==> config.mk <==
export PLATFORM = sky130hd
export DESIGN_NAME = tx_frame_pad
export DESIGN_NICKNAME = d
export VERILOG_FILES = /design/src/rtl/tx_frame_pad_pkg.sv /design/src/rtl/tx_frame_pad_if.sv /design/src/rtl/tx_frame_pad_reg_slice.sv /design/src/rtl/tx_frame_pad.sv
export SDC_FILE = /design/constraint.sdc
export NUM_CORES = 1
export LEC_CHECK = 0
export ABC_AREA = 0
export BUFFER_PORTS_ARGS = -buffer_cell sky130_fd_sc_hd__buf_2
export CAP_MARGIN = 20
export CORE_MARGIN = 2
export CORE_UTILIZATION = 56
export CTS_CLUSTER_DIAMETER = 200
export DETAILED_ROUTE_END_ITERATION = 16
export HOLD_SLACK_MARGIN = 0.15
export PLACE_DENSITY = 0.83
export REMOVE_ABC_BUFFERS = 1
export SYNTH_ARGS = -nofsm -noshare
export SYNTH_HDL_FRONTEND = slang
export SYNTH_SLANG_ARGS = --single-unit
export TNS_END_PERCENT = 5
==> constraint.sdc <==
create_clock -name clk156 -period 7 [get_ports clk156]
set_clock_uncertainty 0.2 [all_clocks]
set_input_delay 1.75 -clock clk156 [delete_from_list [all_inputs] [get_ports clk156]]
set_output_delay 1.75 -clock clk156 [all_outputs]
set_load 0.03 [all_outputs]
==> src/rtl/tx_frame_pad_pkg.sv <==
// Shared state encodings and byte-enable helpers for the tx_frame_pad block.
package tx_pkg;

   typedef enum logic [1:0] {
      ST_IDLE = 2'd0,
      ST_PASS = 2'd1,
      ST_PAD  = 2'd2,
      ST_IFG  = 2'd3
   } state_e;

   localparam logic [7:0] KEEP_ALL = 8'hFF;

   // Contiguous-low keeps count their width; malformed keeps count as a full
   // beat mid-frame and by popcount on the closing beat.
   function automatic logic [3:0] keep_bytes(input logic [7:0] keep, input logic last);
      logic [3:0] n;
      logic       contig;
      n      = 4'd0;
      contig = 1'b0;
      for (int i = 1; i <= 8; i++) begin
         if (keep == 8'((9'd1 << i) - 9'd1)) begin
            contig = 1'b1;
            n      = 4'(i);
         end
      end
      if (!contig) begin
         if (!last) begin
            n = 4'd8;
         end else begin
            n = 4'd0;
            for (int i = 0; i < 8; i++) n = n + {3'd0, keep[i]};
         end
      end
      return n;
   endfunction

   function automatic logic [7:0] bytes_keep(input logic [3:0] n);
      return 8'((9'd1 << n) - 9'd1);
   endfunction

   function automatic logic [63:0] keep_mask(input logic [7:0] keep);
      logic [63:0] m;
      for (int i = 0; i < 8; i++) m[8*i +: 8] = {8{keep[i]}};
      return m;
   endfunction

endpackage

==> src/rtl/tx_frame_pad_if.sv <==
// AXI4-Stream bundle used between the padding core and its output register slice.
interface tx_frame_pad_if #(
   parameter int DW = 64
);
   logic [DW-1:0]   tdata;
   logic [DW/8-1:0] tkeep;
   logic            tvalid;
   logic            tlast;
   logic            tuser;
   logic            tready;

   modport master (output tdata, tkeep, tvalid, tlast, tuser, input tready);
   modport slave  (input tdata, tkeep, tvalid, tlast, tuser, output tready);
endinterface

==> src/rtl/tx_frame_pad_reg_slice.sv <==
// Single-stage AXI4-Stream register slice; loads whenever its output is empty or draining.
module axis_reg_slice #(
   parameter int DW = 64
) (
   input  logic           clk156,
   input  logic           resetn,
   tx_frame_pad_if.slave  s_if,
   tx_frame_pad_if.master m_if
);

   logic [DW-1:0]   tdata_q, tdata_d;
   logic [DW/8-1:0] tkeep_q, tkeep_d;
   logic            tvalid_q, tvalid_d;
   logic            tlast_q, tlast_d;
   logic            tuser_q, tuser_d;
   logic            load;

   assign load        = ~tvalid_q | m_if.tready;
   assign s_if.tready = load;

   always_comb begin
      tdata_d  = tdata_q;
      tkeep_d  = tkeep_q;
      tvalid_d = tvalid_q;
      tlast_d  = tlast_q;
      tuser_d  = tuser_q;
      if (load) begin
         tdata_d  = s_if.tdata;
         tkeep_d  = s_if.tkeep;
         tvalid_d = s_if.tvalid;
         tlast_d  = s_if.tlast;
         tuser_d  = s_if.tuser;
      end
   end

   always_ff @(posedge clk156 or negedge resetn) begin
      if (!resetn) begin
         tdata_q  <= '0;
         tkeep_q  <= '0;
         tvalid_q <= 1'b0;
         tlast_q  <= 1'b0;
         tuser_q  <= 1'b0;
      end else begin
         tdata_q  <= tdata_d;
         tkeep_q  <= tkeep_d;
         tvalid_q <= tvalid_d;
         tlast_q  <= tlast_d;
         tuser_q  <= tuser_d;
      end
   end

   assign m_if.tdata  = tdata_q;
   assign m_if.tkeep  = tkeep_q;
   assign m_if.tvalid = tvalid_q;
   assign m_if.tlast  = tlast_q;
   assign m_if.tuser  = tuser_q;

endmodule

==> src/rtl/tx_frame_pad.sv <==
// Pads short TX frames with zero bytes up to MIN_FRAME_BYTES before the MAC.
// Define TX_FRAME_PAD_IFG_EN to insert IFG_CYCLES idle output cycles between frames.
module tx_frame_pad
   import tx_pkg::*;
#(
   parameter int AXI_DATA_WIDTH  = 64,
   parameter int MIN_FRAME_BYTES = 60,
   parameter int IFG_CYCLES      = 2
) (
   input  logic                        clk156,
   input  logic                        resetn,
   input  logic [AXI_DATA_WIDTH-1:0]   s_tdata,
   input  logic [AXI_DATA_WIDTH/8-1:0] s_tkeep,
   input  logic                        s_tvalid,
   input  logic                        s_tlast,
   output logic                        s_tready,
   output logic [AXI_DATA_WIDTH-1:0]   m_tdata,
   output logic [AXI_DATA_WIDTH/8-1:0] m_tkeep,
   output logic                        m_tvalid,
   output logic                        m_tlast,
   output logic                        m_tuser,
   input  logic                        m_tready,
   output logic [15:0]                 pkts_padded,
   output logic [31:0]                 pkts_sent
);

   localparam logic [15:0] MIN_B = 16'(MIN_FRAME_BYTES);

   function automatic logic [15:0] sat_add(input logic [15:0] a, input logic [3:0] b);
      logic [16:0] s;
      s = {1'b0, a} + {13'd0, b};
      return s[16] ? 16'hFFFF : s[15:0];
   endfunction

   tx_frame_pad_if #(.DW(AXI_DATA_WIDTH)) core_if ();
   tx_frame_pad_if #(.DW(AXI_DATA_WIDTH)) out_if ();

   axis_reg_slice #(.DW(AXI_DATA_WIDTH)) u_slice (
      .clk156 (clk156),
      .resetn (resetn),
      .s_if   (core_if),
      .m_if   (out_if)
   );

   state_e      state_q, state_d;
   logic [15:0] cnt_q, cnt_d, total, rem;
   logic [15:0] pkts_padded_q, pkts_padded_d;
   logic [31:0] pkts_sent_q, pkts_sent_d;
   logic        adv;
   logic [63:0] c_data;
   logic [7:0]  c_keep;
   logic        c_valid, c_last, c_user;
`ifdef TX_FRAME_PAD_IFG_EN
   // The IDLE cycle that follows IFG supplies the final idle output cycle.
   localparam state_e     DONE_ST  = (IFG_CYCLES > 1) ? ST_IFG : ST_IDLE;
   localparam logic [7:0] IFG_LOAD = 8'((IFG_CYCLES > 1) ? IFG_CYCLES - 2 : 0);
   logic [7:0] ifg_q, ifg_d;
`else
   localparam state_e DONE_ST = ST_IDLE;
`endif

   assign adv   = core_if.tready;
   assign total = sat_add(cnt_q, keep_bytes(s_tkeep, s_tlast));
   assign rem   = MIN_B - cnt_q;

   always_comb begin
      state_d       = state_q;
      cnt_d         = cnt_q;
      pkts_padded_d = pkts_padded_q;
      pkts_sent_d   = pkts_sent_q + 32'(out_if.tvalid & m_tready & out_if.tlast);
      c_data        = '0;
      c_keep        = '0;
      c_valid       = 1'b0;
      c_last        = 1'b0;
      c_user        = 1'b0;
`ifdef TX_FRAME_PAD_IFG_EN
      ifg_d         = (state_q == ST_IFG) ? ifg_q : IFG_LOAD;
`endif
      case (state_q)
         ST_IDLE: begin
            cnt_d = '0;
            if (s_tvalid) state_d = ST_PASS;
         end
         ST_PASS: begin
            if (adv && s_tvalid) begin
               c_valid = 1'b1;
               if (s_tlast && total < MIN_B) begin
                  // Short frame: widen the closing beat to a full zero-filled word.
                  c_data  = s_tdata & keep_mask(s_tkeep);
                  c_keep  = KEEP_ALL;
                  cnt_d   = sat_add(cnt_q, 4'd8);
                  state_d = ST_PAD;
               end else begin
                  c_data = s_tdata;
                  c_keep = s_tkeep;
                  c_last = s_tlast;
                  cnt_d  = total;
                  if (s_tlast) state_d = DONE_ST;
               end
            end else if (adv) begin
               c_user = 1'b1;
            end
         end
         ST_PAD: begin
            if (adv) begin
               c_valid = 1'b1;
               if (rem <= 16'd8) begin
                  c_keep        = bytes_keep(rem[3:0]);
                  c_last        = 1'b1;
                  pkts_padded_d = pkts_padded_q + 16'd1;
                  state_d       = DONE_ST;
               end else begin
                  c_keep = KEEP_ALL;
                  cnt_d  = sat_add(cnt_q, 4'd8);
               end
            end
         end
`ifdef TX_FRAME_PAD_IFG_EN
         ST_IFG: begin
            if (adv) begin
               if (ifg_q == 8'd0) state_d = ST_IDLE;
               else               ifg_d   = ifg_q - 8'd1;
            end
         end
`endif
         default: state_d = ST_IDLE;
      endcase
   end

   always_ff @(posedge clk156 or negedge resetn) begin
      if (!resetn) begin
         state_q       <= ST_IDLE;
         cnt_q         <= '0;
         pkts_padded_q <= '0;
         pkts_sent_q   <= '0;
`ifdef TX_FRAME_PAD_IFG_EN
         ifg_q         <= '0;
`endif
      end else begin
         state_q       <= state_d;
         cnt_q         <= cnt_d;
         pkts_padded_q <= pkts_padded_d;
         pkts_sent_q   <= pkts_sent_d;
`ifdef TX_FRAME_PAD_IFG_EN
         ifg_q         <= ifg_d;
`endif
      end
   end

   assign core_if.tdata  = c_data;
   assign core_if.tkeep  = c_keep;
   assign core_if.tvalid = c_valid;
   assign core_if.tlast  = c_last;
   assign core_if.tuser  = c_user;

   assign s_tready      = (state_q == ST_PASS) & adv;
   assign out_if.tready = m_tready;
   assign m_tdata       = out_if.tdata;
   assign m_tkeep       = out_if.tkeep;
   assign m_tvalid      = out_if.tvalid;
   assign m_tlast       = out_if.tlast;
   assign m_tuser       = out_if.tuser;
   assign pkts_padded   = pkts_padded_q;
   assign pkts_sent     = pkts_sent_q;

endmodule
==> reports/metrics.cfg <==
[placed_design]
gp_congestion=0.930
io_buffers=200
postPlaceCellArea_um2=9100
dp_hpwl_mm=16.0

[power]
p_leak_nw=4.92
irDropWorstVdd_mv=0.222
power_density_nw_per_um2=280

[worst_hold_path]
min_path_cells=1
hold_end=pkts_padded[15]$_DFFE_PN0P_
hold_class=reg2reg
min_from=pkts_padded[15]$_DFFE_PN0P_

[die]
die-area_um2=14600
core_um2=13300
core.rowCount=42
io_pins=201
initial_utilization_pct=57.6
die_w_um=121
die_h_um=121

[yosys]
syn-cell-area_um2=7650
synth_edf_count=0
ys.flop_type=dfrtp_1
synth_cells=780
avgSynthCellArea_um2=9.81
synth_seq_cells=141
async_flop_share_pct=100
yosysUniqueCellTypes=69
ys_warn_count=0
seq_area_frac_synth_pct=46.1

[worst_setup_path]
rr_worst_depth=8
crit_arrival_ps=7020
rrSetupSlack_ps=3070
worstPathMaxFanout=8
cp.required_ps=7110
path_class=in2reg
timing.rr.end=pkts_padded[14]$_DFFE_PN0P_
worst_setup_path_start_kind=input pin
r2r_start=cnt_q[8]$_DFFE_PN0P_
endpoint_kind=flip-flop

[route]
drc=0
dr.first_iter.drc_count=819
detail_route.vias_per_cell=6.14
drtAntennaViolNets=0
wire_per_inst_um=19.0
via_count=7344
wl_mm=22.7
drt_pass1_iterations=5

[final_layout]
drive_gt1_share_pct=31.3
final_nets=1108
area_growth_pct=28.1
final_area_um2=9810
diodes=0

[clocking]
cts_root_buf=clkbuf_16
clock_path_buffers=2
cts_made_buffers=17
cts-hold-fix-buffers=0
clk_latency_ps=420
cts_tree=built
cts_sinks=141
htreeDepth=4
clk_pin_slew_ps=60

[sta]
setup_violations=0
hold_viol_final=0
relSlewSlack_pct=42.7
fin_crit_sh_pct=98.7
worst_slew_pin_slew_ps=856
min_period_ps=6910
fmax_ghz=0.145
hold_ws_ps=273
fin_setup_tns_ps=0
slew_viol_final=0

[global_route]
grt.overflow.total=0
grt_max_degree=89
grt_usage_pct=30.7
grt_pass1_wl_mm=35.5
antenna_found_initial=0
grt_pass1_vias=6834

[run]
drv_cap=0

[status]
status=completed

## critical path, stage by stage
cell	delay (ps)
buf_2	90
inv_1	70
fa_1	590
fa_1	460
fa_1	500
inv_1	60
ha_2	190
fa_2	340
xor2_1	140
and3_1	210
o22ai_2	110
a21oi_1	90
ha_2	420
nand2b_4	80
buf_4	160
a211oi_4	280
buf_6	140
nand3_1	80
a31oi_1	240
nor4b_2	250
buf_4	160
nand3_1	110
o21a_4	290
a22o_1	200
## final cells by class
class,instances,area [µm²]
Inverter,26,97.6
Clock buffer,18,429
Fill cell,932,3490
Sequential cell,141,3530
Clock inverter,14,159
Tap cell,176,220
Multi-Input combinational cell,573,3980
Timing Repair Buffer,249,1390
## timing repair
| action | in CTS | in global routing |
|---|---|---|
| endpoints found under the setup margin | 0 | 83 |
| resized for setup | 0 | 29 |
| buffers inserted | 0 | 1 |
## placed cells by master, fill, tap and decap left out, drive strengths merged, types with 5 or more instances in the layout
master,n
ha,18
o22ai,6
clkinv,8
nand2,78
a21oi,28
nand3,44
and3,12
mux2i,5
dfrtp,141
and4,5
clkbuf,18
xnor2,43
xor2,21
or3,10
o21ai,37
inv,30
o31ai,10
nor2,54
nor3,15
fa,5
buf,249
a211oi,6
a31oi,7
a22o,67
a21boi,9
nand4,13
nor4,8
## synthesized netlist by cell type, drive strengths merged, types with 2 or more instances
library cell,count,area (µm²)
nand2,78,295
o22a,3,26.3
a21oi,28,140
nor3,15,105
ha,18,225
o31ai,10,75.1
nor4,8,71.3
o21bai,3,22.5
and4,5,43.8
buf,7,41.3
nand2b,4,25.0
mux2,3,33.8
or3,10,62.6
and2,4,25.0
a21boi,9,67.6
a211o,3,26.3
nor2b,4,25.0
a2111oi,2,17.5
and3,12,75.1
or2,4,25.0
o21ai,37,185
a31oi,7,43.8
nor2,54,203
clkbuf,33,124
xnor2,43,377
dfrtp,141,3530
nand4,13,81.3
xor2,21,184
a22oi,3,22.5
nor4b,2,17.5
o22ai,6,37.5
a21o,2,15.0
or4,3,22.5
mux2i,5,50.1
o31a,3,26.3
inv,25,93.8
nand3,44,220
a221oi,2,17.5
o21a,3,22.5
o211ai,4,30.0
a211oi,6,45.0
o2111a,2,22.5
fa,5,100
a22o,67,587
a32oi,4,35.0
## flip-flops by register name, summed over array words and instances (netlist names)
register and cells:
u_slice.m_if.tkeep 8, pkts_sent 32, pkts_padded 16, u_slice.m_if.tdata 64, u_slice.m_if.tvalid 1, u_slice.m_if.tlast 1
state_q 2, u_slice.m_if.tuser 1, cnt_q 16
## power by group
part / total, mW / switching [mW] / internal (mW)
clock: 0.900 / 0.368 / 0.532
combinational: 0.851 / 0.576 / 0.275
sequential: 0.994 / 0.0842 / 0.910
## layer usage
metal	global-route usage [%]	share of wire (%)	vias to the layer above
met5	0	0	-
met4	10.3	2.6	0
li1	-	-	3317
met1	41.8	41	3557
met3	5.83	7.8	57
met2	49.6	48	413
## worst max path at each step
stage	startpoint	end	slack [ps]	depth (start not counted)
after floorplan	s_tkeep[0]	u_slice.m_if.tdata[0]$_DFFE_PN0N_	-140	19
after global placement	s_tkeep[0]	cnt_q[6]$_DFFE_PN0P_	-300	25
after detailed placement	s_tkeep[0]	u_slice.m_if.tdata[17]$_DFFE_PN0N_	-380	22
after CTS	s_tkeep[0]	u_slice.m_if.tdata[20]$_DFFE_PN0N_	30	22
after global routing	s_tkeep[3]	u_slice.m_if.tdata[20]$_DFFE_PN0N_	-50	24
final	s_tkeep[3]	u_slice.m_if.tdata[20]$_DFFE_PN0N_	90	24
## cell families (layout without fill, tap and decap cells)
group / count (synthesis) / in the layout / synth area share, %
AO/OA/AOI/OAI: 214 / 214 / 20.3
XOR/XNOR: 64 / 64 / 7.32
adder cells (fa/ha/maj): 23 / 23 / 4.25
buffers and inverters: 66 / 307 / 3.43
flip-flops: 141 / 141 / 46.1
multiplexers: 8 / 8 / 1.10
AND/OR/NAND/NOR: 264 / 264 / 17.5
## per-stage QoR
| step | total power [mW] | cells | util, % | setup WS (ps) |
|---|---|---|---|---|
| floorplan | 1.51 | 740 | - | -142 |
| global placement | 1.80 | 1164 | 68.4 | -302 |
| detailed placement | 1.82 | 1164 | 68.4 | -381 |
| CTS | 2.72 | 1196 | 72.8 | 30.0 |
| global route | 2.86 | 1197 | 73.8 | -48.3 |
| finish | 2.75 | 1197 | 73.8 | 91.1 |
Power figures use the tool's default switching activity.
